**src/rtl/in_pcm_sched_pkg.sv**
```systemverilog
// Shared types and widths for the IN_PCM channel scheduler.
package in_pcm_sched_pkg;

    localparam int NCH_DEFAULT = 32;
    localparam int S_W         = 8;
    localparam int SE_W        = 15;
    localparam int D_W         = 16;

    typedef enum logic [1:0] {
        ST_IDLE = 2'd0,
        ST_REQ  = 2'd1,
        ST_EXEC = 2'd2,
        ST_OUT  = 2'd3
    } state_t;

endpackage

```
**src/rtl/in_pcm_sched_if.sv**
```systemverilog
// SE fetch and difference-output handshakes of the scheduler.
interface in_pcm_sched_if #(
    parameter int CHW = 5
);
    import in_pcm_sched_pkg::*;

    // Both handshakes complete on a cycle where the request/valid side is high and the
    // ack/ready side is high; the requester holds ch/data steady until then.
    logic            se_req;
    logic [CHW-1:0]  se_ch;
    logic            se_ack;
    logic [SE_W-1:0] se_data;
    logic            d_valid;
    logic [CHW-1:0]  d_ch;
    logic [D_W-1:0]  d_out;
    logic            d_ready;

    modport master (
        output se_req, se_ch, d_valid, d_ch, d_out,
        input  se_ack, se_data, d_ready
    );

    modport slave (
        input  se_req, se_ch, d_valid, d_ch, d_out,
        output se_ack, se_data, d_ready
    );

endinterface

```
**src/rtl/pcm_sample_bank.sv**
```systemverilog
// Double-buffered per-channel sample store: writes fill one bank while the frame reads the other.
module pcm_sample_bank
    import in_pcm_sched_pkg::*;
#(
    parameter int NCH = NCH_DEFAULT,
    parameter int CHW = 5
) (
    input  logic           i_clk,
    input  logic           i_reset,
    input  logic           i_wr_en,
    input  logic [CHW-1:0] i_wr_ch,
    input  logic [S_W-1:0] i_wr_data,
    input  logic           i_swap,
    input  logic [CHW-1:0] i_rd_ch,
    output logic [S_W-1:0] o_rd_data
);

    logic [S_W-1:0] r_bank [2][NCH];
    logic           r_wr_bank;
    logic           w_wr_ok;

    assign w_wr_ok = i_wr_en && (32'(i_wr_ch) < 32'(NCH));

    // A write coinciding with a swap uses the old r_wr_bank, so it joins the frame being started.
    always_ff @(posedge i_clk) begin
        if (i_reset) begin
            r_wr_bank <= 1'b0;
            for (int b = 0; b < 2; b++) begin
                for (int c = 0; c < NCH; c++) begin
                    r_bank[b][c] <= '0;
                end
            end
        end else begin
            if (w_wr_ok) begin
                r_bank[r_wr_bank][i_wr_ch] <= i_wr_data;
            end
            if (i_swap) begin
                r_wr_bank <= ~r_wr_bank;
            end
        end
    end

    assign o_rd_data = r_bank[~r_wr_bank][i_rd_ch];

endmodule

```
**src/rtl/in_pcm_sched.sv**
```systemverilog
// Time-multiplexes one IN_PCM datapath across NCH channels, one pass per frame strobe.
module in_pcm_sched
    import in_pcm_sched_pkg::*;
#(
    parameter int NCH = NCH_DEFAULT,
    parameter int CHW = $clog2(NCH)
) (
    input  logic             i_clk,
    input  logic             i_reset,
    input  logic             i_fs,
    input  logic             i_s_wr_en,
    input  logic [CHW-1:0]   i_s_wr_ch,
    input  logic [S_W-1:0]   i_s_wr_data,
    input  logic [NCH-1:0]   i_law_sel,
    input  logic [D_W-1:0]   i_pcm_d,
    input  logic             i_ovr_clr,
    output logic [S_W-1:0]   o_pcm_s,
    output logic             o_pcm_law,
    output logic [SE_W-1:0]  o_pcm_se,
    output logic             o_busy,
    output logic             o_frame_done,
    output logic             o_ovr,
    output state_t           o_state,
    in_pcm_sched_if.master   io_bus
);

    state_t          r_state;
    state_t          w_next;
    logic [CHW-1:0]  r_ch;
    logic [S_W-1:0]  r_pcm_s;
    logic            r_pcm_law;
    logic [SE_W-1:0] r_pcm_se;
    logic [D_W-1:0]  r_d_out;
    logic [CHW-1:0]  r_d_ch;
    logic            r_frame_done;
    logic            r_ovr;
    logic            w_swap;
    logic            w_ack;
    logic            w_take;
    logic            w_last;
    logic [S_W-1:0]  w_rd_data;

    pcm_sample_bank #(
        .NCH (NCH),
        .CHW (CHW)
    ) u_bank (
        .i_clk     (i_clk),
        .i_reset   (i_reset),
        .i_wr_en   (i_s_wr_en),
        .i_wr_ch   (i_s_wr_ch),
        .i_wr_data (i_s_wr_data),
        .i_swap    (w_swap),
        .i_rd_ch   (r_ch),
        .o_rd_data (w_rd_data)
    );

    assign w_last = (r_ch == CHW'(NCH - 1));

    always_comb begin
        w_next = r_state;
        w_swap = 1'b0;
        w_ack  = 1'b0;
        w_take = 1'b0;
        case (r_state)
            ST_IDLE: if (i_fs) begin
                w_next = ST_REQ;
                w_swap = 1'b1;
            end
            ST_REQ: if (io_bus.se_ack) begin
                w_next = ST_EXEC;
                w_ack  = 1'b1;
            end
            ST_EXEC: w_next = ST_OUT;
            ST_OUT: if (io_bus.d_ready) begin
                w_take = 1'b1;
                w_next = w_last ? ST_IDLE : ST_REQ;
            end
            default: w_next = ST_IDLE;
        endcase
    end

    always_ff @(posedge i_clk) begin
        if (i_reset) begin
            r_state      <= ST_IDLE;
            r_ch         <= '0;
            r_pcm_s      <= '0;
            r_pcm_law    <= 1'b0;
            r_pcm_se     <= '0;
            r_d_out      <= '0;
            r_d_ch       <= '0;
            r_frame_done <= 1'b0;
            r_ovr        <= 1'b0;
        end else begin
            r_state      <= w_next;
            r_frame_done <= w_take && w_last;
            if (w_swap) begin
                r_ch <= '0;
            end else if (w_take && !w_last) begin
                r_ch <= r_ch + 1'b1;
            end
            if (w_ack) begin
                r_pcm_se  <= io_bus.se_data;
                r_pcm_s   <= w_rd_data;
                r_pcm_law <= i_law_sel[r_ch];
            end
            // IN_PCM is combinational, so D is valid one cycle after its inputs load.
            if (r_state == ST_EXEC) begin
                r_d_out <= i_pcm_d;
                r_d_ch  <= r_ch;
            end
            if (i_fs && (r_state != ST_IDLE)) begin
                r_ovr <= 1'b1;
            end else if (i_ovr_clr) begin
                r_ovr <= 1'b0;
            end
        end
    end

    assign io_bus.se_req  = (r_state == ST_REQ);
    assign io_bus.se_ch   = r_ch;
    assign io_bus.d_valid = (r_state == ST_OUT);
    assign io_bus.d_ch    = r_d_ch;
    assign io_bus.d_out   = r_d_out;
    assign o_pcm_s        = r_pcm_s;
    assign o_pcm_law      = r_pcm_law;
    assign o_pcm_se       = r_pcm_se;
    assign o_busy         = (r_state != ST_IDLE);
    assign o_frame_done   = r_frame_done;
    assign o_ovr          = r_ovr;
    assign o_state        = r_state;

endmodule

```
**src/flat_wrapper.sv**
```systemverilog
// flat-port wrapper written by rule: the top's interface ports become plain ports
module in_pcm_sched_flat import in_pcm_sched_pkg::*;
#(
    parameter int NCH = NCH_DEFAULT,
    parameter int CHW = $clog2(NCH)
)
  (i_clk, i_reset, i_fs, i_s_wr_en, i_s_wr_ch, i_s_wr_data, i_law_sel, i_pcm_d, i_ovr_clr, o_pcm_s, o_pcm_law, o_pcm_se, o_busy, o_frame_done, o_ovr, o_state, io_bus_se_req, io_bus_se_ch, io_bus_d_valid, io_bus_d_ch, io_bus_d_out, io_bus_se_ack, io_bus_se_data, io_bus_d_ready);
  in_pcm_sched_if #(.CHW(CHW)) io_bus_i ();
  input  logic i_clk;
  input  logic i_reset;
  input  logic i_fs;
  input  logic i_s_wr_en;
  input  logic [CHW-1:0] i_s_wr_ch;
  input  logic [S_W-1:0] i_s_wr_data;
  input  logic [NCH-1:0] i_law_sel;
  input  logic [D_W-1:0] i_pcm_d;
  input  logic i_ovr_clr;
  output logic [S_W-1:0] o_pcm_s;
  output logic o_pcm_law;
  output logic [SE_W-1:0] o_pcm_se;
  output logic o_busy;
  output logic o_frame_done;
  output logic o_ovr;
  output state_t o_state;
  output wire logic [$bits(io_bus_i.se_req)-1:0] io_bus_se_req;
  output wire logic [$bits(io_bus_i.se_ch)-1:0] io_bus_se_ch;
  output wire logic [$bits(io_bus_i.d_valid)-1:0] io_bus_d_valid;
  output wire logic [$bits(io_bus_i.d_ch)-1:0] io_bus_d_ch;
  output wire logic [$bits(io_bus_i.d_out)-1:0] io_bus_d_out;
  input wire logic [$bits(io_bus_i.se_ack)-1:0] io_bus_se_ack;
  input wire logic [$bits(io_bus_i.se_data)-1:0] io_bus_se_data;
  input wire logic [$bits(io_bus_i.d_ready)-1:0] io_bus_d_ready;
  assign io_bus_se_req = io_bus_i.se_req;
  assign io_bus_se_ch = io_bus_i.se_ch;
  assign io_bus_d_valid = io_bus_i.d_valid;
  assign io_bus_d_ch = io_bus_i.d_ch;
  assign io_bus_d_out = io_bus_i.d_out;
  assign io_bus_i.se_ack = io_bus_se_ack;
  assign io_bus_i.se_data = io_bus_se_data;
  assign io_bus_i.d_ready = io_bus_d_ready;
  in_pcm_sched #(.NCH(NCH), .CHW(CHW)) u_core (.i_clk(i_clk), .i_reset(i_reset), .i_fs(i_fs), .i_s_wr_en(i_s_wr_en), .i_s_wr_ch(i_s_wr_ch), .i_s_wr_data(i_s_wr_data), .i_law_sel(i_law_sel), .i_pcm_d(i_pcm_d), .i_ovr_clr(i_ovr_clr), .o_pcm_s(o_pcm_s), .o_pcm_law(o_pcm_law), .o_pcm_se(o_pcm_se), .o_busy(o_busy), .o_frame_done(o_frame_done), .o_ovr(o_ovr), .o_state(o_state), .io_bus(io_bus_i));
endmodule
```
**config.mk**
```make
export PLATFORM = sky130hd
export DESIGN_NAME = in_pcm_sched_flat
export DESIGN_NICKNAME = d
export VERILOG_FILES = /design/src/rtl/in_pcm_sched_pkg.sv /design/src/rtl/in_pcm_sched_if.sv /design/src/rtl/pcm_sample_bank.sv /design/src/rtl/in_pcm_sched.sv /design/src/flat_wrapper.sv
export SDC_FILE = /design/constraint.sdc
export NUM_CORES = 1
export LEC_CHECK = 0
export ABC_CLOCK_PERIOD_IN_PS = 3200
export BUFFER_PORTS_ARGS = -buffer_cell sky130_fd_sc_hd__buf_2
export CAP_MARGIN = 20
export CORE_ASPECT_RATIO = 1.2
export CORE_MARGIN = 2
export CORE_UTILIZATION = 45
export DETAILED_ROUTE_END_ITERATION = 6
export GPL_ROUTABILITY_DRIVEN = 0
export GPL_TIMING_DRIVEN = 0
export PLACE_DENSITY = 0.7
export SLEW_MARGIN = 20
export SYNTH_ARGS = -nofsm -noshare
export SYNTH_HDL_FRONTEND = slang
export SYNTH_SLANG_ARGS = --single-unit
```
**constraint.sdc**
```tcl
create_clock -name i_clk -period 3.2 [get_ports i_clk]
set_input_delay 0.16 -clock i_clk [delete_from_list [all_inputs] [get_ports i_clk]]
set_output_delay 0.16 -clock i_clk [all_outputs]
set_load 0.02 [all_outputs]
```
==> impl_results.md, run 1 <==
- Max cap viols: 0
- Post-Synth XOR/XNOR Area: 0.108%
- Largest net degree at the start of global routing: 32
- Hold Crit Class: in2reg
- Switching power: 0.00513 W
- Worst setup EP type: flop
- Post-Synth Simple-Gate Area: 10.0%
- Antenna viol nets, final: 0
- Crit Path Max Fanout: 10
- CTS tree: yes
- Final HPWL DP: 52.7 mm
- Initial antenna violation count: 7
- Pre-antenna DRT Iters: 7
- Clock Latency Late Sink: 0.62 ns
- PortBufs: 135
- Fillers: 4235
- Internal power: 0.0136 W
- Core area: 53500 µm²
- Startpoint Class: flop
- Post-Synth Adder-Cell Area: 0.309%
- Ys Warns: 0
- Share of cells above drive strength 1: 23.1%
- Combinational share of power: 19.5%
- Sequential share of power: 46.6%
- Wire per inst: 30.1 µm
- Final net count: 1896
- Die width: 216 µm
- Failing checks: negative setup slack
- Status: finished, violations left
- GRT Total Usage: 27.3%
- Async set-reset flop share out of synthesis: 0%
- Clock Path Buffers: 3
- DP Cell Count: 2421
- Met1 Usage GRT: 33.8%
- CTS clk-pin slew, worst paths: 0.06 ns
- Post-Route WL: 77.2 mm
- First-pass GRT wire length: 108 mm
- Final hold viol count: 0
- Die Area: 55900 µm²
- Mux contribution to synthesized area: 13.7%
- PwrDens: 655 nW/µm²
- CTS root buffer: clkbuf_16
- Register area share after synthesis: 67.8%
- Slew headroom: 17.5%
- Worst VDD drop: 0.000456 V
- Place WS: -0.381 ns
- Sw Share: 27.4%
- Top Ports: 140
- Unique masters post-synth: 52
- Worst path arrival time: 3.75 ns
- Worst EP required: 3.56 ns
- Gr busiest metal: met2
- Pleak: 10.1 nW
- Largest family of logic cells by synthesized area: multiplexers
- # H-tree levels: 2
- Fin cells: 2564
- Net Count, Synth: 1651
- Crit path time final: 3.39 ns
- Initial Util: 45.4%
- Final worst-path cycle share: 106%
- Setup TNS Final: -4.04 ns
- Rows: 93
- Register area: 16500 µm²
- Vias per cell: 6.22
- Sink Count: 567
- Clk pwr share: 33.9%
- 1st-iter DRT viols: 2212
- # setup viols final: 86
- Vias: 15940
- Synth area leader: edfxtp_1
- Worst Skew: 0.0218 ns
- Post-synth EDFFs: 512
- Slew Limit Fails: 0
- Peak Freq: 295 MHz
- GR Layer Usage met3: 6.30%
- Mapped cell area: 24300 µm²
- Area Overhead vs Synth: 17.6%
- Slew @ Worst Pin: 1.24 ns
- Area of the multi-input gates: 7650 µm²
- Post-CTS setup buffers: 0
- Synth area leaders: edfxtp_1 (63%), mux4_2 (8.7%), and2_1 (6.4%)
- Syn_area_per_cell: 15.6 µm²
- Number of remaining DRC errors: 0
- DIE HEIGHT: 259 µm
- Vias in the first global route: 15608
- Crit Path Category: reg2reg
- Post-Synthesis Cells: 1562
- Yosys top cell area share: 63.3%
- GR Util met2: 45.4%
- Compound-Gate Fraction of Synth Area: 5.53%
- Final setup margin: -0.191 ns
- CTS Buf Count: 54
- Overall Power: 0.0187 W
- RSZ-0062 raised after global routing: true
- Total gr overflow: 0
- Post-synth top flop: edfxtp_1
- Synth Register Bits: 567
[layer usage]
metal | up-vias | part of all wire [%] | routed length (µm)
li1 | 6467 | - | -
met3 | 259 | 11 | 8780
met5 | - | 0.032 | 25
met2 | 1170 | 48 | 36900
met4 | 4 | 5.5 | 4260
met1 | 8040 | 35 | 27200
[cells in the final DEF, fill, tap and decap left out, drive strengths merged, types with 5 or more instances in the layout]
cell and n:
o22a 6, a32o 6, buf 181, a21oi 35, a22oi 7, dfxtp 55
clkbuf 148, nor2 84, clkinv 18, ha 6, dlygate4sd3 42, nand4 7
nand2 76, mux4 101, o221ai 26, inv 22, nand3 8, and2 250
a31o 8, a211o 7, nor2b 8, a32oi 7, nand3b 6, a22o 8
edfxtp 512, o21ai 67, clkinvlp 5, mux2i 101, o22ai 5, o31ai 8
[Yosys cell counts, drive strengths merged, types with 3 or more instances]
master,n
a31o,8
o22ai,5
a32oi,7
nand3,8
inv,20
a211o,7
a22o,8
buf,37
and2,250
clkbuf,74
o21ai,67
o22a,6
o31ai,8
mux2i,101
a22oi,7
nand2b,3
ha,6
nand2,76
o221ai,26
mux4,101
nor2,84
edfxtp,512
nand3b,6
a32o,6
nand4,7
nor3,4
nor2b,8
dfxtp,55
a21oi,35
[state kept, by name, indices dropped and copies added, names as in the netlist, 2 cells and up]
| register | cells |
|---|---|
| u_core.o_state | 2 |
| u_core.o_pcm_se | 15 |
| u_core.io_bus.d_ch | 5 |
| u_core.io_bus.d_out | 16 |
| u_core.o_pcm_s | 8 |
| u_core.u_bank.r_bank | 512 |
| u_core.io_bus.se_ch | 5 |
[worst paths after layout]
| kind | start | endpoint | slack (ns) | depth (start not counted) |
|---|---|---|---|---|
| worst max register to register | u_core.u_bank.r_wr_bank | u_core.u_bank.r_bank[0][179] | -0.19 | 8 |
| worst min register to register | u_core.o_pcm_se[10] | u_core.o_pcm_se[10] | 0.46 | 2 |
| worst min-delay path | io_bus_se_ack | u_core.o_pcm_se[10] | 0.08 | 4 |
| worst max-delay path | u_core.u_bank.r_wr_bank | u_core.u_bank.r_bank[0][179] | -0.19 | 8 |
[logic make-up (layout without fill, tap and decap cells)]
logic type / after synthesis / in the layout
compound gates: 199 / 199
buf+inv: 131 / 420
mux: 203 / 203
flops: 567 / 567
other cells: 0 / 1
fa+ha+maj: 6 / 6
simple gates: 453 / 453
xor+xnor: 3 / 3
[metrics by stage]
step           cell area [µm²]  hold WS (ns)  utilization [%]
6_report                 28600        0.0828             53.4
2_1_floorplan            24300         0.296                -
3_5_place_dp             26000         0.408             48.6
3_3_place_gp             25900         0.402             48.3
5_1_grt                  28600         0.132             53.4
4_1_cts                  28300        0.0690             52.8
[power by group through the flow]
stage / Sequential [W] / Clock (W) / Combinational (W)
2_1_floorplan: 0.00892 / 0 / 0.00223
3_3_place_gp: 0.00885 / 0 / 0.00338
3_5_place_dp: 0.00887 / 0 / 0.00345
4_1_cts: 0.00871 / 0.00634 / 0.00352
5_1_grt: 0.00875 / 0.00661 / 0.00376
6_report: 0.00872 / 0.00634 / 0.00364
[timing repair]
item / in CTS / in global routing
resized for setup: 34 / 66
endpoints found under the hold margin: 45 / 0
hold buffers: 42 / 0
pin swaps: 0 / 1
setup endpoints to repair: 282 / 422
[cell type report]
class	instances	share of cell area, %
Inverter	20	0.263
Buffer	111	1.95
Tap cell	712	3.12
Antenna cell	1	0.00876
Clock buffer	71	5.10
Sequential cell	567	57.7
Multi-Input combinational cell	864	26.8
Timing Repair Buffer	189	4.22
Clock inverter	29	0.885
[worst max-delay path, stage by stage (launching register included)]
cell and delay (ns):
dfxtp_1 0.32, buf_6 0.15, buf_6 0.23, buf_4 0.34, nor2b_1 0.17, nand2_1 0.39
clkbuf_1 0.82, nor2_1 0.38, and2_1 0.29
(Power assumes the default switching activity.)
==> run 2: changes to the inputs <==
Settings changed: CORE_UTILIZATION 45 to 50, PLACE_DENSITY 0.7 to 0.75.
==> impl_results.md, run 2 (same netlist as run 1, synthesis figures left out) <==
- CTS tree: yes
- RSZ-0062 raised after global routing: true
- CTS root buffer: clkbuf_16
- Post-Route WL: 78.1 mm
- Share of cells above drive strength 1: 22.1%
- Worst path arrival time: 3.65 ns
- Wire per inst: 31.5 µm
- Slew @ Worst Pin: 1.29 ns
- Internal power: 0.0134 W
- Largest register FFs: 512
- Fillers: 3567
- Min Hold Slack: 0.124 ns
- Sw Share: 28.2%
- # H-tree levels: 2
- Place WS: -0.449 ns
- Diode count: 0
- Register area: 16500 µm²
- Worst VDD drop: 0.000418 V
- GRT Total Usage: 30.9%
- Slew headroom: 13.7%
- Status: finished, violations left
- Initial Util: 50.6%
- Most frequent cells in the layout: edfxtp_1 (512), and2_1 (250), buf_2 (152)
- Area of the multi-input gates: 7620 µm²
- Clock Path Buffers: 3
- Final worst-path cycle share: 106%
- Crit path time final: 3.40 ns
- Switching power: 0.00524 W
- Antenna viol nets, final: 0
- Die width: 205 µm
- Vias in the first global route: 15919
- Max cap viols: 0
- Clk pwr share: 32.8%
- Die Area: 50400 µm²
- Vias: 16135
- DIE HEIGHT: 245 µm
- Overall Power: 0.0186 W
- Final setup margin: -0.202 ns
- Largest net degree at the start of global routing: 32
- Top Ports: 140
- First-pass GRT wire length: 109 mm
- PwrDens: 656 nW/µm²
- Largest Register: u_core.u_bank.r_bank
- Combinational share of power: 20.4%
- Crit Path Max Fanout: 10
- # setup viols final: 129
- Rows: 88
- Vias per cell: 6.51
- Pre-antenna DRT Iters: 6
- PortBufs: 135
- Crit Path Category: reg2reg
- Worst Skew: 0.0257 ns
- Final HPWL DP: 52.5 mm
- Most common cell after layout, fill and taps aside: edfxtp_1
- Core area: 48000 µm²
- Peak Freq: 294 MHz
- Hold Crit Class: in2reg
- Final net count: 1894
- Final cell utilization of the core: 59.1%
- Slew Limit Fails: 0
- Worst EP required: 3.45 ns
- Sequential share of power: 46.8%
- Clock Latency Late Sink: 0.63 ns
- Number of remaining DRC errors: 0
- CTS clk-pin slew, worst paths: 0.06 ns
- Startpoint Class: flop
- Area Overhead vs Synth: 16.7%
- Initial antenna violation count: 2
- Worst setup EP type: flop
- Total gr overflow: 0
- Final hold viol count: 0
- 1st-iter DRT viols: 2431
- Sink Count: 567
- Pleak: 10.0 nW
- CTS Buf Count: 54
- Failing checks: negative setup slack
==> run 2: critical path, stage by stage (launching register included) <==
cell and delay (ns):
dfxtp_1 0.31, buf_6 0.15, buf_6 0.18, buf_4 0.22, nor2b_1 0.34, nand2_1 0.48, clkbuf_1 0.51, o21ai_1 0.83
==> run 2: what timing repair did <==
item	CTS	global route
gates cloned	0	0
endpoints found under the setup margin	350	434
gates resized for setup	53	43
setup buffers	0	3
hold buffers	43	0
endpoints found under the hold margin	44	0
pin swaps	0	1
==> run 2: metal layers <==
layer  vias up  routed length [µm]  track usage [%]
li1       6444                   -                -
met1      7904               26000             37.6
met2      1443               35700             48.5
met3       338               10500             8.83
met4         6                5840             19.9
met5         -                 124             1.29
==> run 2: power groups by stage <==
stage	clock, W	combinational (W)	sequential [W]
after floorplan	0	0.00223	0.00892
after global placement	0	0.00348	0.00884
after detailed placement	0	0.00356	0.00887
after CTS	0.00606	0.00365	0.00871
after global routing	0.00634	0.00387	0.00875
final	0.00610	0.00380	0.00872
==> run 2: path summary, 6_finish.rpt <==
kind	start	endpoint	slack, ns	depth (start not counted)
min	io_bus_se_ack	u_core.o_pcm_se[14]	0.12	4
max	u_core.u_bank.r_wr_bank	u_core.u_bank.r_bank[0][76]	-0.20	7
min reg2reg	u_core.o_pcm_se[9]	u_core.o_pcm_se[9]	0.46	2
max reg2reg	u_core.u_bank.r_wr_bank	u_core.u_bank.r_bank[0][76]	-0.20	7
==> run 2: area by class of cell <==
cell class                 instances  area share, %
multi-input combinational        864           26.9
inverter                          20          0.265
sequential                       567           58.1
clock inverter                    24          0.477
timing repair buffer             187           4.24
buffer                           111           1.96
tap                              630           2.78
clock buffer                      75           5.27
==> run 2: stage by stage <==
stage	instances	TNS [ns]	instance area (µm²)
6_report	2478	-14.38	28300
5_1_grt	2478	-13.41	28300
4_1_cts	2475	-42.97	28100
3_5_place_dp	2333	-66.08	25900
3_3_place_gp	2327	-168.94	25800
2_1_floorplan	1562	0	24300
